==> src/rtl/uart_rx_ctrl.sv <==
// Receive-side UART frame controller.
// Drives a shared oversampling baud generator, detects the start bit, samples
// each bit at its centre and presents completed frames on a valid/ready register.
module uart_rx_ctrl #(
  parameter int unsigned DATA_BITS  = 8,
  parameter int unsigned OVERSAMPLE = 16
) (
  input  logic                 CLKIN,
  input  logic                 RESET,
  input  logic                 rx,
  input  logic                 baud_tick,
  output logic                 baud_restart,
  output logic [DATA_BITS-1:0] rx_data,
  output logic                 rx_valid,
  input  logic                 rx_ready,
  output logic                 frame_err,
  output logic                 overrun
);

  localparam int unsigned TW = $clog2(OVERSAMPLE);
  localparam int unsigned BW = $clog2(DATA_BITS + 1);

  localparam logic [TW-1:0] HALF_LAST = TW'(OVERSAMPLE / 2 - 1);
  localparam logic [TW-1:0] FULL_LAST = TW'(OVERSAMPLE - 1);
  localparam logic [BW-1:0] BITS_LAST = BW'(DATA_BITS - 1);

  typedef enum logic [2:0] {
    S_IDLE,
    S_START,
    S_DATA,
    S_STOP,
    S_BREAK
  } state_t;

  state_t               state_q, state_d;
  logic                 rx_meta_q, rx_s_q;
  logic [TW-1:0]        tick_cnt_q, tick_cnt_d;
  logic [BW-1:0]        bit_cnt_q, bit_cnt_d;
  logic [DATA_BITS-1:0] shift_q, shift_d;
  logic [DATA_BITS-1:0] rx_data_q, rx_data_d;
  logic                 rx_valid_q, rx_valid_d;
  logic                 restart_q, restart_d;
  logic                 ferr_q, ferr_d;
  logic                 ovr_q, ovr_d;
  logic                 tick_en;

  // A tick arriving together with the restart strobe belongs to the old phase.
  assign tick_en = baud_tick && !restart_q;

  // Two-flop synchroniser for the asynchronous serial line (idles high).
  always_ff @(posedge CLKIN) begin
    if (RESET) begin
      rx_meta_q <= 1'b1;
      rx_s_q    <= 1'b1;
    end else begin
      rx_meta_q <= rx;
      rx_s_q    <= rx_meta_q;
    end
  end

  // Frame sequencing, bit assembly and output handshake next-state logic.
  always_comb begin
    state_d    = state_q;
    tick_cnt_d = tick_cnt_q;
    bit_cnt_d  = bit_cnt_q;
    shift_d    = shift_q;
    rx_data_d  = rx_data_q;
    rx_valid_d = rx_valid_q && !rx_ready;
    restart_d  = 1'b0;
    ferr_d     = 1'b0;
    ovr_d      = 1'b0;

    unique case (state_q)
      S_IDLE: begin
        if (!rx_s_q) begin
          restart_d  = 1'b1;
          tick_cnt_d = '0;
          state_d    = S_START;
        end
      end

      S_START: begin
        if (tick_en) begin
          if (tick_cnt_q == HALF_LAST) begin
            if (rx_s_q) begin
              state_d = S_IDLE;
            end else begin
              tick_cnt_d = '0;
              bit_cnt_d  = '0;
              state_d    = S_DATA;
            end
          end else begin
            tick_cnt_d = tick_cnt_q + 1'b1;
          end
        end
      end

      S_DATA: begin
        if (tick_en) begin
          if (tick_cnt_q == FULL_LAST) begin
            shift_d    = {rx_s_q, shift_q[DATA_BITS-1:1]};
            tick_cnt_d = '0;
            bit_cnt_d  = bit_cnt_q + 1'b1;
            if (bit_cnt_q == BITS_LAST) begin
              state_d = S_STOP;
            end
          end else begin
            tick_cnt_d = tick_cnt_q + 1'b1;
          end
        end
      end

      S_STOP: begin
        if (tick_en) begin
          if (tick_cnt_q == FULL_LAST) begin
            tick_cnt_d = '0;
            if (rx_s_q) begin
              // A consumer taking the old byte this cycle frees the slot.
              if (!rx_valid_q || rx_ready) begin
                rx_data_d  = shift_q;
                rx_valid_d = 1'b1;
              end else begin
                ovr_d = 1'b1;
              end
              state_d = S_IDLE;
            end else begin
              ferr_d  = 1'b1;
              state_d = S_BREAK;
            end
          end else begin
            tick_cnt_d = tick_cnt_q + 1'b1;
          end
        end
      end

      S_BREAK: begin
        if (rx_s_q) begin
          state_d = S_IDLE;
        end
      end

      default: state_d = S_IDLE;
    endcase
  end

  // State and output registers.
  always_ff @(posedge CLKIN) begin
    if (RESET) begin
      state_q    <= S_IDLE;
      tick_cnt_q <= '0;
      bit_cnt_q  <= '0;
      shift_q    <= '0;
      rx_data_q  <= '0;
      rx_valid_q <= 1'b0;
      restart_q  <= 1'b0;
      ferr_q     <= 1'b0;
      ovr_q      <= 1'b0;
    end else begin
      state_q    <= state_d;
      tick_cnt_q <= tick_cnt_d;
      bit_cnt_q  <= bit_cnt_d;
      shift_q    <= shift_d;
      rx_data_q  <= rx_data_d;
      rx_valid_q <= rx_valid_d;
      restart_q  <= restart_d;
      ferr_q     <= ferr_d;
      ovr_q      <= ovr_d;
    end
  end

  assign baud_restart = restart_q;
  assign rx_data      = rx_data_q;
  assign rx_valid     = rx_valid_q;
  assign frame_err    = ferr_q;
  assign overrun      = ovr_q;

endmodule

==> config.mk <==
export PLATFORM = sky130hd
export DESIGN_NAME = uart_rx_ctrl
export DESIGN_NICKNAME = d
export VERILOG_FILES = /design/src/rtl/uart_rx_ctrl.sv
export SDC_FILE = /design/constraint.sdc
export NUM_CORES = 1
export LEC_CHECK = 0
export ABC_AREA = 1
export ABC_CLOCK_PERIOD_IN_PS = 1400
export CAP_MARGIN = 20
export CELL_PAD_IN_SITES_DETAIL_PLACEMENT = 0
export CELL_PAD_IN_SITES_GLOBAL_PLACEMENT = 1
export CORE_ASPECT_RATIO = 0.5
export CORE_UTILIZATION = 36
export DETAILED_ROUTE_END_ITERATION = 16
export HOLD_SLACK_MARGIN = 0.1
export PLACE_DENSITY = 0.72
export SKIP_CTS_REPAIR_TIMING = 1
export SLEW_MARGIN = 40
export SYNTH_ARGS = -nofsm -noshare
export SYNTH_HDL_FRONTEND = slang
export SYNTH_SLANG_ARGS = --single-unit
==> constraint.sdc <==
create_clock -name CLKIN -period 1.4 [get_ports CLKIN]
set_clock_uncertainty 0.1 [all_clocks]
set_input_delay 0.28 -clock CLKIN [delete_from_list [all_inputs] [get_ports CLKIN]]
set_output_delay 0.28 -clock CLKIN [all_outputs]
set_load 0.02 [all_outputs]
# Yosys cells after proc, flatten, opt, wreduce, memory -nomap -nowiden
# Cells that the tools add are included.
[totals]
elab_cells = 85
output_inout_bits = 12
ff_bits = 33
[op_classes]
n_addsub = 2
eq_ne = 18
n_mux = 31
bitwise = 5
reduce_logical = 18
[op_table]
columns = ["op", "n"]
rows = [
  ["$mux 4", 10],
  ["$mux 3", 10],
  ["$ne 2x2->1 const B", 10],
  ["$pmux 3 s5", 1],
  ["$pmux 4 s3", 1],
  ["$reduce_and 9->1", 1],
  ["$add 4x1->4 const B", 2],
  ["$eq 4x3->1 const B", 2],
  ["$pmux 4 s2", 1],
  ["$mux 1", 7],
  ["$eq 3x2->1 const B", 2],
  ["$reduce_and 3->1", 2],
  ["$reduce_and 6->1", 1],
  ["$not 1->1", 5],
  ["$reduce_and 5->1", 1],
  ["$reduce_or 5->1", 1],
  ["$eq 4x4->1 const B", 1],
  ["$reduce_or 2->1", 2],
  ["$reduce_or 4->1", 1],
  ["$eq 3x1->1 const B", 1],
  ["$eq 3x3->1 const B", 1],
  ["$logic_not 1->1", 3],
  ["$logic_not 3->1", 1],
  ["$reduce_bool 3->1", 1],
  ["other kinds (5)", 6],
]

# Logic depth before layout (Yosys ltp)
# Gate-level depths: netlist (run 1).
[depth]
ltp_word = 7
ltp_mapped = 11
depth_no_buf = 10

# Worst setup path after synthesis (run 1)
# Ideal clock, no wire load.
[synth_timing]
kind = "register to register"
from = "register tick_cnt_q[0]"
to = "register rx_data_q[6] (netlist: rx_data[6])"
t_required_ns = 1.184
setup_slack_ns = -0.091
path_stages_with_launch = 8
arrival_ns = 1.275
synth_period_minus_slack_ns = 1.491
path_buffers = 1
path_cell_list = "dfxtp_1 -> ha_1 -> nand3_1 -> nor2_4 -> nand3_2 -> buf_6 -> o21ai_1 -> a21oi_1"
[synth_via]
elab_chain_cells = 2
[synth_rtl]
columns = ["element", "line", "rtl"]
rows = [
  ["from (decl)", "37", "logic [TW-1:0] tick_cnt_q, tick_cnt_d;"],
  ["from (signal assigned)", "160", "tick_cnt_q <= tick_cnt_d;"],
  ["$eq 4x4->1", "115", "if (tick_cnt_q == FULL_LAST) begin"],
  ["$reduce_and 5->1 (no source line)", "n/a", ""],
  ["to (signal assigned)", "163", "rx_data_q <= rx_data_d;"],
  ["to (decl)", "40", "logic [DATA_BITS-1:0] rx_data_q, rx_data_d;"],
]
# No other way between the ends.
# A chain may end at the register's enable or synchronous reset.

# Worst setup path after layout (run 1)
[layout_timing]
from = "register tick_cnt_q[1]"
to = "register rx_data_q[7] (netlist: rx_data[7])"
# Same word-level chain as after synthesis.

==> results.tsv, run 1 <==
stage	metric	value	unit
status	status	complete, but fails checks	
status	violations	setup timing	
power	combPwrFrac	32.3	%
cts	path_clk_slew	0.07	ns
power	switchingPower	0.9098	mW
logic_synthesis	yosys_register_bits	33	
routing	first_iter_violations	41	
routing	drc	0	
placed_design	place_area	2061	sq um
setup_path	crit_family	flip-flops	
routing	wl	4.109	mm
setup_path	path_common_cell	nand3_4	
setup_path	critPathCaptureType	flip-flop	
floorplanning	die-area	4592	sq um
logic_synthesis	synthTopCellsByArea	dfxtp_1 43%, nand2_1 9.9%, nor2_1 9.0%	
logic_synthesis	netlist.area_leader.share	42.58	%
cts	cts_made_buffers	5	
finish	syn_to_final_growth	63.71	%
global_routing	grt_pass1_vias	1333	
timing	layout_setup_ws	-0.09780	ns
timing	setup_viol	17	
global_routing	overflow	0	
timing	worstMarginPinSlew	0.2516	ns
global_routing	antenna_found_initial	0	
logic_synthesis	ys.flop_type	dfxtp_1	
finish	antennaDiodeCount	0	
logic_synthesis	seq_area_frac_synth	42.58	%
setup_path	path_max_fanout	6	
finish	fin_cells	335	
routing	viasPerCell	4.881	
power	p_leak	1.238	nW
setup_path	crit_path_start_kind	flip-flop	
placed_design	routabilityCongestion	0.8159	
min_path	hp-class	reg -> reg	
finish	final_cell_mix	33 x nor2_1, 32 x buf_4, 26 x nand2_1, 26 x dfxtp_1, 16 x inv_1	
timing	period_needed	1.498	ns
logic_synthesis	synth_edf_count	0	
floorplanning	die_h	48.42	um
logic_synthesis	synthesis.area	1551	sq um
logic_synthesis	syn_nets	224	
setup_path	path_cells	ha_4 -> nand3_4 -> nor2_4 -> buf_12 -> buf_6 -> nand3_4 -> o21ai_2 -> a21oi_2	
job	max_cap_violations	0	
placed_design	dp_cells	317	
power	ir_worst_vdd	0.4870	mV
power	seqPwrFrac	35.6	%
logic_synthesis	synth_area_leader_cell	dfxtp_1	
floorplanning	ios	17	
routing	firstDrtPassIters	5	
setup_path	arrival	1.58	ns
finish	drive_above_1_share	42.70	%
setup_path	required	1.48	ns
timing	post-route-period-util	107.0	%
global_routing	grt_first_pass_wirelength	5.809	mm
power	clkPwrFrac	32.1	%
timing	hold_viol_final	0	
global_routing	grt_use_met2	26.02	%
setup_path	max_stage_delay	0.35	ns
placed_design	dp_hpwl	2.673	mm
setup_path	worst_path_max_delay_cell	dfxtp_2	
logic_synthesis	synthArstFlopShare	0	%
floorplanning	row_count	16	
global_routing	grt_use_met3	5.660	%
global_routing	grtUsageMet1	21.32	%
cts	clockBufferDepth	2	
floorplanning	die-width	94.84	um
routing	postRouteAntennaNets	0	
global_routing	grt.busiest_layer	met2	
finish	fin_nets	287	
finish	fin_area	2540	sq um
floorplanning	start_util	38.56	%
power	p_int	2.001	mW
floorplanning	core_area	4024	sq um
cts	clock_tree.root_cell	clkbuf_8	
finish	final_common_cell	nor2_1	
cts	htree_levels	2	
power	powerDensity	1146	nW/um^2
global_routing	grt_max_degree	17	
logic_synthesis	ys_warn_count	0	
power	swShare	31.26	%
routing	avgRoutedWirePerCell	12.27	um
logic_synthesis	ys_types	28	
setup_path	worst-setup-path-type	reg -> reg	
timing	rsz0062_at_grt	true	
cts	clock_sinks	33	
cts	cts_tree	yes	
logic_synthesis	syn_avg_cell_area	7.150	sq um
power	power	2.911	mW
timing	max_freq	667.6	MHz
logic_synthesis	syn_inst	217	
setup_path	path_buf_inv	2	
global_routing	track_usage	16.46	%
placed_design	port-buffer-count	16	
timing	relSlewSlack	83.18	%
timing	drv_slew	0	
routing	vias	1635	
cts	clock_latency	0.28	ns
-- synthesized netlist by cell type (2+ instances only) --
cell type / instances
nor2_1: 37
buf_6: 2
clkbuf_1: 3
inv_2: 2
nand4_1: 3
nor3_1: 3
inv_1: 16
o21ai_1: 2
or2_2: 2
nand2_1: 41
ha_1: 2
nand3_1: 15
o21ai_0: 18
nand2_2: 5
dfxtp_1: 33
a21oi_1: 17
nor2_4: 4
and2_1: 2
-- power groups by stage --
stage / combinational [mW] / sequential [mW] / clock, mW
4_1_cts: 0.745 / 1.02 / 0.963
6_report: 0.941 / 1.03 / 0.935
3_3_place_gp: 0.740 / 1.04 / 0
2_1_floorplan: 0.415 / 1.04 / 0
3_5_place_dp: 0.741 / 1.04 / 0
5_1_grt: 1.02 / 1.04 / 0.997
-- sequential cells by signal, summed over array words and instances (netlist names), 3 cells and up --
register    count
bit_cnt_q       4
rx_data         8
shift_q         8
state_q         3
tick_cnt_q      4
-- worst paths after layout --
kind            startpoint         end  slack, ns  cells after the start
min              rx_meta_q      rx_s_q       0.32                      1
max          tick_cnt_q[1]  rx_data[7]       -0.1                      8
max reg2reg  tick_cnt_q[1]  rx_data[7]       -0.1                      8
min reg2reg      rx_meta_q      rx_s_q       0.32                      1
-- layout make-up --
class | instances | area [sq um]
flip-flops and latches | 33 | 674.4
inverters | 19 | 76.32
multi-input cells | 161 | 1016
clock buffers | 7 | 86.33
repair buffers | 59 | 583.1
fillers | 364 | 1484
clock inverters | 1 | 30.03
repair inverters | 1 | 6.256
well taps | 54 | 67.56
-- through the flow --
stage	TNS, ns	hold slack [ns]	util [%]	setup slack (ns)
after floorplan	0	0.2585	-	0.009067
after global placement	-7.613	0.3059	51.21	-0.3733
after detailed placement	-8.101	0.3005	51.21	-0.4089
after CTS	-4.196	0.3253	54.10	-0.2143
after global routing	-1.984	0.3317	63.12	-0.1478
final	-0.7769	0.3250	63.12	-0.09780
-- cells by family after synthesis --
kind of cell	count (synthesis)	synth area share, %
fa+ha+maj	2	1.613
simple gates	114	33.47
xor+xnor	2	1.129
flops	33	42.58
buf+inv	25	7.339
compound gates	41	13.87
-- routing by layer --
metal	vias to the layer above	wire length (um)
li1	833	-
met4	0	41
met3	7	168
met1	762	1996
met5	-	0
met2	33	1903
No activity file was read; power rests on OpenSTA's default activity.
==> inputs of run 2 (changes only) <==
--- a/config.mk
+++ b/config.mk
@@ -15,6 +15,7 @@
 export DETAILED_ROUTE_END_ITERATION = 16
 export HOLD_SLACK_MARGIN = 0.1
 export PLACE_DENSITY = 0.72
+export RECOVER_POWER = 100
 export SKIP_CTS_REPAIR_TIMING = 1
 export SLEW_MARGIN = 40
 export SYNTH_ARGS = -nofsm -noshare
==> run 2 against run 1 <==
Effect of this change:
- the run still ends with setup timing left
- final area fell by 4.8%
- sequential share of layout area up 1.2 points
- sequential power about the same
- fmax barely moved
- die area is the same
- final cell count is the same
- utilization fell by 3.0 points
- hold slack got worse by 0.0017 ns
- combinational power is 0.7% lower
- critical path depth is the same
- flip-flop and latch count stayed put
==> results.tsv, run 2 (same netlist as run 1, synthesis figures left out) <==
stage	metric	value	unit	change
setup_path	setup.worst_path.start	tick_cnt_q[1]		
finish	syn_to_final_growth	55.81	%	
floorplanning	die-area	4592	sq um	unchanged
finish	num-fill-cells	385		+5.8%
finish	postLayoutCoreUtil	60.07	%	-3.0 points
power	powerDensity	1202	nW/um^2	+4.9%
finish	final_common_cell	nor2_1		
floorplanning	row_count	16		unchanged
status	status	complete, but fails checks		
placed_design	place_area	2061	sq um	unchanged
floorplanning	ios	17		unchanged
global_routing	grt_first_pass_wirelength	5.809	mm	unchanged
finish	fin_area	2417	sq um	-4.8%
job	max_cap_violations	0		unchanged
routing	first_iter_violations	36		-12%
setup_path	critPathCaptureType	flip-flop		
status	violations	setup timing		
global_routing	overflow	0		unchanged
setup_path	rrSetupSlack	-0.1	ns	about the same
cts	cts_made_buffers	5		unchanged
placed_design	dp_hpwl	2.673	mm	unchanged
global_routing	grt.busiest_layer	met2		
timing	setup_viol	17		unchanged
cts	path_clk_slew	0.07	ns	about the same
placed_design	port-buffer-count	16		unchanged
routing	drc	0		unchanged
cts	htree_levels	2		unchanged
power	p_leak	0.9820	nW	-21%
timing	post-route-period-util	107.0	%	about the same
global_routing	grtUsageMet1	21.32	%	unchanged
cts	clock_tree.root_cell	clkbuf_8		
routing	postRouteAntennaNets	0		unchanged
power	ir_worst_vdd	0.4882	mV	+0.24%
setup_path	required	1.48	ns	about the same
setup_path	r2r_start	tick_cnt_q[1]		
setup_path	r2r-end	rx_data[7]		
routing	viasPerCell	4.869		-0.24%
global_routing	grt_use_met2	26.02	%	unchanged
floorplanning	die_h	48.42	um	unchanged
setup_path	reg2reg_depth	8		unchanged
global_routing	grt_use_met3	5.660	%	unchanged
routing	wl	4.122	mm	+0.32%
timing	drv_slew	0		unchanged
floorplanning	die-width	94.84	um	unchanged
global_routing	track_usage	16.46	%	unchanged
cts	clock_sinks	33		unchanged
floorplanning	core_area	4024	sq um	unchanged
min_path	hp-class	reg -> reg		
finish	antennaDiodeCount	0		unchanged
global_routing	grt_pass1_vias	1333		unchanged
floorplanning	start_util	38.56	%	unchanged
setup_path	crit_path_start_kind	flip-flop		
routing	firstDrtPassIters	4		-1
routing	avgRoutedWirePerCell	12.30	um	+0.32%
placed_design	routabilityCongestion	0.8159		unchanged
finish	final_cell_mix	33 x nor2_1, 31 x buf_4, 26 x nand2_1, 26 x dfxtp_1, 16 x inv_1		
cts	clockBufferDepth	2		unchanged
global_routing	antenna_found_initial	0		unchanged
setup_path	path_max_fanout	6		unchanged
cts	clock_latency	0.28	ns	about the same
timing	rsz0062_at_grt	true		
global_routing	grt_max_degree	17		unchanged
timing	worstMarginPinSlew	0.2653	ns	+0.01372 ns
timing	relSlewSlack	82.39	%	-0.80 points
setup_path	arrival	1.58	ns	about the same
timing	hold_viol_final	0		unchanged
timing	max_freq	667.4	MHz	about the same
finish	fin_nets	287		unchanged
finish	drive_above_1_share	42.70	%	unchanged
timing	period_needed	1.498	ns	+0.0006166 ns
routing	vias	1631		-0.24%
cts	cts_tree	yes		
setup_path	worst-setup-path-type	reg -> reg		
timing	layout_setup_ws	-0.09842	ns	-0.0006166 ns
setup_path	worstSetupEndpoint	rx_data[7]		
-- run 2: cell types whose count changed in the layout (fill, tap and decap cells not counted), sizes merged --
cell and delta:
buf -2, clkdlybuf4s50 -1, dlymetal6s2s -12, dlygate4sd3 +1, clkbuf +14
-- run 2: per-stage QoR --
stage | cells | hold slack [ns] | power (mW) | setup slack, ns | TNS (ns)
detailed placement | 317 | 0.3005 | 1.781 | -0.4089 | -8.101
finish | 335 | 0.3233 | 2.906 | -0.09842 | -0.7501
global placement | 317 | 0.3059 | 1.780 | -0.3733 | -7.613
CTS | 325 | 0.3253 | 2.726 | -0.2143 | -4.196
global route | 335 | 0.3317 | 3.051 | -0.1478 | -1.974
floorplan | 217 | 0.2585 | 1.451 | 0.009067 | 0
-- run 2: area by class of cell --
| type | count | area (sq um) | share of cell area [%] |
|---|---|---|---|
| repair buffers | 59 | 462.9 | 19.15 |
| clock inverters | 1 | 30.03 | 1.242 |
| inverters | 19 | 76.32 | 3.157 |
| well taps | 54 | 67.56 | 2.795 |
| multi-input cells | 161 | 1016 | 42.03 |
| repair inverters | 1 | 6.256 | 0.2588 |
| flip-flops and latches | 33 | 671.9 | 27.79 |
| clock buffers | 7 | 86.33 | 3.571 |
-- run 2: how the worst min path moves through the flow --
stage                     startpoint    endpoint  slack (ns)  depth (start not counted)
after detailed placement   rx_meta_q      rx_s_q        0.30                          1
after global placement     rx_meta_q      rx_s_q        0.31                          1
after global routing       rx_meta_q      rx_s_q        0.33                          1
after floorplan                RESET  shift_q[7]        0.26                          1
after CTS                  rx_meta_q      rx_s_q        0.33                          1
final                      rx_meta_q      rx_s_q        0.32                          1
-- run 2: critical path, cell delays in order (launching register included) --
cell and delay (ns):
dfxtp_2 0.35, ha_4 0.17, nand3_4 0.10, nor2_4 0.13, buf_12 0.13, buf_6 0.10, nand3_4 0.10, o21ai_2 0.18
a21oi_2 0.04
-- run 2: where the power goes --
part | total [mW] | switching, mW | internal, mW
Combinational | 0.934 | 0.506 | 0.428
Sequential | 1.04 | 0.0499 | 0.987
Clock | 0.935 | 0.354 | 0.580
Total | 2.91 | 0.911 | 2.00
-- run 2: per-layer routing --
layer  part of all wire [%]  vias up
li1                       -      833
met1                     49      759
met2                     46       32
met3                    4.5        7
met4                   0.97        0
met5                      0        -
==> RTL edit (settings of run 2) <==
Put one more register stage on the output `overrun`, with the module's reset. The value now appears one clock later. The other outputs are not delayed to match.
--- a/src/rtl/uart_rx_ctrl.sv
+++ b/src/rtl/uart_rx_ctrl.sv
@@ -172,7 +172,13 @@
   assign rx_data      = rx_data_q;
   assign rx_valid     = rx_valid_q;
   assign frame_err    = ferr_q;
-  assign overrun      = ovr_q;
+  always_ff @(posedge CLKIN) begin
+    if (RESET) begin
+      overrun <= '0;
+    end else begin
+      overrun <= ovr_q;
+    end
+  end
 
 endmodule
 
Formal check against the unedited RTL: no difference found for any inputs over 10 cycles, from zero or initial values and one cycle with RESET high; that may be too few to reach the edited logic, so the function may still have changed.
==> RTL edit against run 2 <==
The flow still finishes with violations (setup timing); synthesized area up 9.1%; setup slack got worse by 0.036 ns; sequential cell count increased by 1; largest cell class unchanged; total power is 24% higher; routed wire length is 5.4% higher; global-route usage up 0.90 points; cell area up 8.1%; die area rose by 8.8%; highest routed layer unchanged.
==> RTL edit: results (changes against run 2) <==
post-route worst hold slack=0.304 ns (-0.0192 ns); share of cells above drive strength 1=0.480 (+0.0525); First DRT Iteration DRCs=52 (+44%); combinational group share of total power=0.377 (+0.056); cell internal power dissipation=2390 µW (+20%); violations in the final reports=setup timing; Final setup violation count=25 (+8); Static Leak=0.00105 µW (+6.9%); post-route setup TNS=-1.87 ns (-1.12 ns); first-pass GRT wire length=6.62 mm (+14%); maximum number of pins on one net before global-route repair=18 (+1); count of unique library cells instantiated by Yosys=33 (+18%); routability congestion estimate=0.821 (+0.56%); Detailed Place HPWL=2.89 mm (+8.2%); Max transition margin=0.816 (-0.00797); routed len/inst=12.4 µm (+0.60%); final-stage net count=300 (+4.5%); post-placement setup slack=-0.413 ns (-0.00420 ns); Crit path arrival time=1.65 ns (+0.07 ns); # fillers=409 (+6.2%); Mean Syn Cell Area=7.49 µm² (+4.8%); placement-stage cell area=2220 µm² (+7.7%); worst-case setup margin in the final layout=-0.134 ns (-0.0356 ns); run status=finished with violations; global-route usage over all layers=0.174 (+0.00898); number of global-route vias before repair=1427 (+7.1%); fraction of the yosys area taken by sequential cells=0.402 (-0.0237); Total Routed Length=4.35 mm (+5.4%); number of vias in the routed layout=1665 (+2.1%); worst voltage drop across the vdd grid=0.759 mV (+55%); total nets after synthesis=233 (+4.0%)
## RTL edit: cell count changes after synthesis, sizes merged, moves of 2 or more
cell   change
a21oi      +2
and2       -2
inv        +6
nand2      +2
nand3      +5
o21ai      -4
## RTL edit: kinds of logic (layout without fill, tap and decap cells)
kind of cell    after synthesis  after routing  synth area share
compound gates               38             38             0.127
xor+xnor                      2              2            0.0103
fa+ha+maj                     2              2            0.0148
buf+inv                      30             97            0.0783
flops                        34             34             0.402
simple gates                120            121             0.367
## RTL edit: worst paths after layout
check,start,end,cells past startpoint
worst max-delay path,tick_cnt_q[0],shift_q[7],8
worst min-delay path,ovr_q,overrun,2
worst max register to register,tick_cnt_q[0],shift_q[7],8
worst min register to register,ovr_q,overrun,2
## RTL edit: area by class of cell
class | count | share of cell area
Tap cell | 57 | 0.0273
Inverter | 24 | 0.0354
Clock inverter | 3 | 0.0263
Timing Repair inverter | 1 | 0.00287
Timing Repair Buffer | 64 | 0.192
Multi-Input combinational cell | 163 | 0.425
Clock buffer | 5 | 0.0263
Sequential cell | 34 | 0.265
## RTL edit: critical path, delay by kind of cell, from the launching register on
family | cells | cell delay (ns)
and+or+nand+nor | 4 | 0.43
adders and majority gates | 1 | 0.16
DFF | 1 | 0.36
AOI/OAI and AO/OA | 1 | 0.16
buffers and inverters | 2 | 0.25
## RTL edit: power by group through the flow
stage / Sequential [µW] / Combinational, µW / Clock (µW)
final: 1120 / 1350 / 1120
after global placement: 1130 / 1020 / 0
after CTS: 1110 / 1030 / 1150
after floorplan: 1130 / 666 / 0
after global routing: 1130 / 1480 / 1190
after detailed placement: 1130 / 1030 / 0
## RTL edit: per-layer routing
layer  up-vias  track usage  wire (µm)
li1        872            -          -
met1       769        0.249       2320
met2        20        0.249       1860
met3         4       0.0543        129
met4         0       0.0448         30
met5         -            0          0
